**config.mk**
```make
export PLATFORM = sky130hd
export DESIGN_NAME = instr_encoder
export DESIGN_NICKNAME = d
export VERILOG_FILES = /design/src/rtl/instr_encoder.sv
export SDC_FILE = /design/constraint.sdc
export NUM_CORES = 1
export LEC_CHECK = 0
export ABC_CLOCK_PERIOD_IN_PS = 3400
export CAP_MARGIN = 10
export CELL_PAD_IN_SITES_DETAIL_PLACEMENT = 2
export CELL_PAD_IN_SITES_GLOBAL_PLACEMENT = 2
export CORE_ASPECT_RATIO = 1.5
export CORE_MARGIN = 2
export CORE_UTILIZATION = 36
export CTS_BUF_LIST = sky130_fd_sc_hd__clkbuf_8
export DETAILED_ROUTE_END_ITERATION = 12
export PLACE_DENSITY = 0.92
export SLEW_MARGIN = 10
export SYNTH_ARGS = -nofsm -noshare
export SYNTH_HDL_FRONTEND = slang
export SYNTH_SLANG_ARGS = --single-unit
export TNS_END_PERCENT = 10
```
**constraint.sdc**
```tcl
create_clock -name clk -period 3.4 [get_ports clk]
set_input_delay 0.68 -clock clk [delete_from_list [all_inputs] [get_ports clk]]
set_output_delay 0.68 -clock clk [all_outputs]
set_load 0.02 [all_outputs]
```
**src/rtl/instr_encoder.sv**
```systemverilog
// instr_encoder: encodes LDUR/STUR/CBZ requests into 32-bit words and
// queues them in a 4-entry FIFO; out-of-range or illegal requests are
// rejected with a one-cycle rej pulse and a saturating reject counter.
//
// Ports:
//   clk, reset               clock, async active-high reset
//   in_valid/in_ready        request handshake (in_ready = level < 4)
//   in_op, in_rt, in_rn      opcode (0 LDUR, 1 STUR, 2 CBZ, 3 illegal), regs
//   in_imm                   signed 64-bit immediate
//   out_valid/out_ready      FIFO head handshake
//   out_instr                FIFO head word (0 when empty)
//   rej, rej_count           reject pulse and saturating reject count
//   level                    FIFO occupancy 0..4
module instr_encoder (
   input  logic        clk,
   input  logic        reset,
   input  logic        in_valid,
   output logic        in_ready,
   input  logic [1:0]  in_op,
   input  logic [4:0]  in_rt,
   input  logic [4:0]  in_rn,
   input  logic [63:0] in_imm,
   output logic        out_valid,
   input  logic        out_ready,
   output logic [31:0] out_instr,
   output logic        rej,
   output logic [7:0]  rej_count,
   output logic [2:0]  level
);

   localparam logic [1:0] OP_LDUR = 2'd0;
   localparam logic [1:0] OP_STUR = 2'd1;
   localparam logic [1:0] OP_CBZ  = 2'd2;

   logic [31:0] r_mem [4];
   logic [1:0]  r_wptr;
   logic [1:0]  r_rptr;
   logic [2:0]  r_level;
   logic        r_rej;
   logic [7:0]  r_rej_cnt;

   logic        w_acc;
   logic        w_pop;
   logic        w_push;
   logic        w_rej_acc;
   logic        w_imm9_ok;
   logic        w_imm19_ok;
   logic        w_legal;
   logic [31:0] w_enc;

   assign w_acc = in_valid & in_ready;
   assign w_pop = out_valid & out_ready;

   // In range when every bit above the field's sign bit matches it.
   assign w_imm9_ok  = (in_imm[63:8]  == {56{in_imm[8]}});
   assign w_imm19_ok = (in_imm[63:18] == {46{in_imm[18]}});

   always_comb begin
      w_legal = 1'b0;
      w_enc   = 32'h0;
      unique case (in_op)
         OP_LDUR: begin
            w_legal = w_imm9_ok;
            w_enc   = {11'b11111000010, in_imm[8:0], 2'b00, in_rn, in_rt};
         end
         OP_STUR: begin
            w_legal = w_imm9_ok;
            w_enc   = {11'b11111000000, in_imm[8:0], 2'b00, in_rn, in_rt};
         end
         OP_CBZ: begin
            w_legal = w_imm19_ok;
            w_enc   = {8'b10110100, in_imm[18:0], in_rt};
         end
         default: begin
            w_legal = 1'b0;
            w_enc   = 32'h0;
         end
      endcase
   end

   assign w_push    = w_acc & w_legal;
   assign w_rej_acc = w_acc & ~w_legal;

   // Storage needs no reset: the head is masked to zero while empty.
   always_ff @(posedge clk) begin
      if (w_push) begin
         r_mem[r_wptr] <= w_enc;
      end
   end

   always_ff @(posedge clk or posedge reset) begin
      if (reset) begin
         r_wptr  <= 2'd0;
         r_rptr  <= 2'd0;
         r_level <= 3'd0;
      end else begin
         if (w_push) begin
            r_wptr <= r_wptr + 2'd1;
         end
         if (w_pop) begin
            r_rptr <= r_rptr + 2'd1;
         end
         unique case ({w_push, w_pop})
            2'b10:   r_level <= r_level + 3'd1;
            2'b01:   r_level <= r_level - 3'd1;
            default: r_level <= r_level;
         endcase
      end
   end

   always_ff @(posedge clk or posedge reset) begin
      if (reset) begin
         r_rej     <= 1'b0;
         r_rej_cnt <= 8'd0;
      end else begin
         r_rej <= w_rej_acc;
         if (w_rej_acc && (r_rej_cnt != 8'hFF)) begin
            r_rej_cnt <= r_rej_cnt + 8'd1;
         end
      end
   end

   // Gated by reset so the input side is closed while reset is held.
   assign in_ready  = ~reset & (r_level < 3'd4);
   assign out_valid = (r_level != 3'd0);
   assign out_instr = out_valid ? r_mem[r_rptr] : 32'h0;
   assign rej       = r_rej;
   assign rej_count = r_rej_cnt;
   assign level     = r_level;

endmodule

```
Word-level counts from Yosys, hierarchy flattened. Memory sizes are Yosys's and may differ from the RTL's. Index checks and enable logic that the tools add are counted.

Output and inout port bits: 46. Word-level logic and storage cells: 37. Memories: 1. RAM bits: 128. Bits in registers: 16.

Memory list: r_mem (words 4, width 32, rd ports 1, clocked after memory_dff 0, write ports 1, line 35) `logic [31:0] r_mem [4];`.

Bitwise logic cells: 7. Reduce and logical (&&, ||, !) cells: 5. $lt $le $gt $ge: 1. Equality and inequality tests: 7. Add/sub/neg operators: 5. Mux-type cells: 6.

Operators with widths (count): one-hot mux 32 bit (3 select lines) (1); == test 55 bit (1); == test 45 bit (1); 2-to-1 mux 32 bit (1); adder 8 x 1 -> 8 bit (second input constant) (1); != test 8 bit (second input constant) (1); one-hot mux 3 bit (2 select lines) (1); bitwise AND 1 bit (5); adder 2 x 1 -> 2 bit (second input constant) (2); == test 2 x 1 -> 1 bit (second input constant) (2); == test 2 bit (second input constant) (2); adder 3 x 1 -> 3 bit (second input constant) (1); < comparator 3 bit (second input constant) (1); nonzero test 3 bit (1); subtractor 3 x 1 -> 3 bit (second input constant) (1); zero test 2 bit (1); 2-to-1 mux 1 bit (2); inverter 1 bit (2); one-hot mux 1 bit (2 select lines) (1); nonzero test 2 bit (1); OR reduction 2 bit (1); logical AND 1 bit (1).

Depth between registers and ports, before layout.
Depth in word-level cells: 6. Depth in mapped cells: 14. Gate-level depth less buffers: 13.

Worst setup path before layout. No wires, ideal clock.

Kind: input-to-reg. Start: input in_imm[8]. End: memory r_mem[0][0], enable pin. Data arrival time: 3.448 ns. Path slack: -0.459 ns. Stages on the path: 8. Cell sequence: buf_6 -> or4_1 -> or4_1 -> a22oi_1 -> nand2_1 -> o21ai_4 -> nand3_4 -> nor2_1.

Word-level cells in the longest chain between the ends: 5.

Ends and longest elaborated chain: from (decl) (line 22) `input logic [63:0] in_imm,`; == test 55 bit (line 55) `assign w_imm9_ok = (in_imm[63:8] == {56{in_imm[8]}});`; one-hot mux 1 bit (2 select lines) (line 61) `unique case (in_op)`; bitwise AND 1 bit (line 81) `assign w_push = w_acc & w_legal;`; 2-to-1 mux 1 bit (line 86) `if (w_push) begin`; 2-to-1 mux 1 bit (implied by the code) (line 87) `r_mem[r_wptr] <= w_enc;`; to (decl) (line 35).

No other way between the ends.

Worst setup path in the final report.
Start: input in_imm[60]. End: register r_level[1], in the netlist level[1].

Word-level cells in the longest chain between the ends: 5. Elaborated cells between the ends (all ways): 8. Classes of those cells: eq/ne (4); mux (2); bitwise (1); reduce/logical (1).

Ends and longest elaborated chain: == test 55 bit / == test 45 bit (equally long branches) (line 55, 56); one-hot mux 1 bit (2 select lines) (*) (line 61); bitwise AND 1 bit (*) (line 81); == test 2 x 1 -> 1 bit / == test 2 bit (equally long branches) (line 103) `unique case ({w_push, w_pop})`; one-hot mux 3 bit (2 select lines) / nonzero test 2 bit (equally long branches); to (signal assigned) (line 104) `2'b10: r_level <= r_level + 3'd1;`; to (signal assigned) (line 105) `2'b01: r_level <= r_level - 3'd1;`; to (signal assigned) (line 106) `default: r_level <= r_level;`; to (decl) (line 38) `logic [2:0] r_level;`.

Mark *: on every way between the ends. The rest lies on a longest branch, timed or not. A chain may end at the register's enable or synchronous reset.

==> results_dict.tcl <==
set metrics [dict create \
    status "finished, final reports clean" \
    layout_common_cells "clkdlybuf4s50_1 (120), edfxtp_1 (108), and2_1 (37), mux4_2 (27), buf_4 (18)" \
    power.net_switching_mw 1.721 \
    insertion_delay_ns 0.42 \
    grt_pass1_wl_um 25740 \
    startpoint "in_imm[60]" \
    ioPinCount 126 \
    area_growth_syn_to_layout_pct 37.07 \
    yosysWarnings 0 \
    layout.nets 585 \
    hold_buffers 0 \
    start_util 0.3680 \
    clkPwrFrac 0.239 \
    synth_seq_cells 124 \
    dpl_cell_area_mm2 0.007177 \
    hp-start "rej_count[5]" \
    dieHeight_um 156.0 \
    powerDensity_mw_per_mm2 668.4 \
    ys_async_sr_fraction 0.1290 \
    groute.layer.met3.usage 0.04302 \
    setup_viol 0 \
    crit_path_max_fanout 2 \
    met1_usage 0.2148 \
    dp_hpwl_um 12540 \
    fmax_mhz 302.2 \
    maxCapViolations 0 \
    final_util 0.5044 \
    routed_via_density 5.254 \
    clkTransAtPathRegs_ns 0.08 \
    grt_antenna_before_repair 0 \
    comb_power_share 0.406 \
    vias 3730 \
    arrival_ns 3.63 \
    wl_per_cell_um 23.80 \
    h-tree-depth 4 \
    grt.total_usage 0.2136 \
    postLayoutCellArea_mm2 0.007601 \
    diodes 0 \
    hold_violations 0 \
    clock_sinks 124 \
    nFillCells 1403 \
    core_area_mm2 0.01507 \
    rsz0062_at_grt "no" \
    hold_depth 1 \
    multi_input_area_mm2 0.001810 \
    avgSynthCellArea_um2 15.80 \
    root_buffer "clkbuf_8" \
    cts_tree "done" \
    crit_path_end_kind "flop" \
    syn_area_mm2 0.005545 \
    reg2regPathDepth 8 \
    r2r-start "level[2]" \
    regArea_mm2 0.003645 \
    yosysSeqAreaShare 0.6570 \
    gp_congestion 0.7965 \
    std_cell_rows 55 \
    synth_cell_types 41 \
    totalWireLength_um 16900 \
    drt-initial-drc-count 135 \
    drc_errors 0 \
    finalCriticalPeriod_ns 3.309 \
    layout_commonest_cell "clkdlybuf4s50_1" \
    dpl.cell_count 678 \
    r2r-end "level[2]" \
    final_antenna_net_count 0 \
    cts_buffers 17 \
    grt_busiest_layer "met2" \
    slew_violations 0 \
    r2r_setup_slack_ns 0.73 \
    relSlewSlack 0.4457 \
    critPathRequiredTime_ns 3.72 \
    peakVddDrop_mv 0.2803 \
    grt-ovfl-total 0 \
    synthFlopType "edfxtp_1" \
    portBuffers 123 \
    p_leak_nw 2.660 \
    hold_path.class "flop to flop" \
    grt_max_degree 30 \
    grt_pass1_vias 4385 \
    tightestPinTransition_ns 0.8314 \
    synthCells 351 \
    clockBufferDepth 2 \
    finalClockSkew_ns 0.01062 \
    p_seq_frac 0.355 \
    drive_above_1_share 0.1957 \
    whs_endpoint "rej_count[5]" \
    drt-pass1-iter-count 6 \
    post-route-period-util 0.9732 \
    fin_tns_setup_ns 0 \
    die_x_um 105.3 \
    synth_edf_count 108 \
    critPathKind "input port to flop" \
    critPathLaunchType "input port" \
    p_int_mw 3.359 \
    finalNonFillerCells 710 \
    switching_share 0.3388 \
    use_met2 0.4230 \
    die-area_mm2 0.01643 \
]
[sequential cells by signal, indices dropped and copies added, names as in the netlist]
register and cells:
r_wptr 2, r_mem 108, r_rptr 2, rej_count 8, rej 1, level 3
[repair_timing]
| item | 4_1_cts | 5_1_grt |
|---|---|---|
| endpoints found under the hold margin | 0 | 0 |
| buffers inserted | 0 | 0 |
| setup endpoints to repair | 0 | 2 |
| resized for setup | 0 | 11 |
[kinds of logic (layout without fill, tap and decap cells)]
logic type | after synthesis | in the layout | synth area share
AO/OA/AOI/OAI | 22 | 22 | 0.03385
XOR/XNOR | 12 | 12 | 0.01895
adder cells (fa/ha/maj) | 7 | 7 | 0.01715
multiplexers | 32 | 32 | 0.1200
AND/OR/NAND/NOR | 121 | 121 | 0.1257
buffers and inverters | 32 | 191 | 0.02663
flip-flops | 124 | 124 | 0.6570
other | 1 | 2 | 0.0006762
[per-layer routing]
metal  routed length (um)  up-vias  share of wire
li1                     -     1662              -
met1                 5936     1918           0.35
met2                 9907      125           0.59
met3                  641       25          0.038
met4                  416        0          0.025
met5                    0        -              0
[synthesized netlist by cell type (8+ instances only)]
cell type    n  area, um2
xor2_1       8      70.07
dfrtp_1     16      400.4
nor3_1       8      40.04
nand4_1     13      81.33
nor4_1      13      81.33
and2_1      37      231.5
clkbuf_1    10      37.54
mux4_2      27      608.1
inv_1       13      48.80
nor2_1      15      56.30
nand2_1     13      48.80
a22o_1      14      122.6
edfxtp_1   108       3243
[worst max-delay path by stage]
stage	to	slack [ns]	cells after the start
2_1_floorplan	r_mem[0][0]	-0.03	8
3_3_place_gp	level[2]	-0.15	14
3_5_place_dp	level[1]	-0.34	12
4_1_cts	level[1]	0.01	12
5_1_grt	level[1]	0.04	12
6_report	level[1]	0.09	12
[critical path: stages]
cell and delay, ns:
clkdlybuf4s50_1 0.43, or4_4 0.44, nor4_4 0.27, buf_4 0.15
a32oi_2 0.09, a211o_1 0.32, o21ai_4 0.21, nand3_4 0.11
ha_4 0.19, inv_2 0.05, fa_1 0.43, mux2i_2 0.26
[layout make-up]
class | instances | share of cell area
sequential | 124 | 0.4795
multi-input combinational | 196 | 0.2382
timing repair buffer | 146 | 0.1939
tap | 199 | 0.03276
clock buffer | 17 | 0.03078
clock inverter | 15 | 0.01844
inverter | 13 | 0.006420
[power groups by stage]
stage / sequential (mW) / combinational (mW) / clock, mW
finish: 1.80 / 2.06 / 1.22
global route: 1.81 / 2.20 / 1.30
CTS: 1.80 / 2.08 / 1.24
detailed placement: 1.84 / 2.06 / 0
global placement: 1.83 / 1.96 / 0
floorplan: 1.88 / 1.10 / 0
[per-stage QoR]
stage | hold WS [ns] | worst slack, ns | power, mW
floorplan | 0.4980 | -0.03232 | 2.972
global placement | 0.4820 | -0.1541 | 3.787
detailed placement | 0.4971 | -0.3395 | 3.895
CTS | 0.5166 | 0.01181 | 5.126
global route | 0.5587 | 0.03543 | 5.310
finish | 0.5156 | 0.09117 | 5.081
Power figures use the tool's default switching activity.
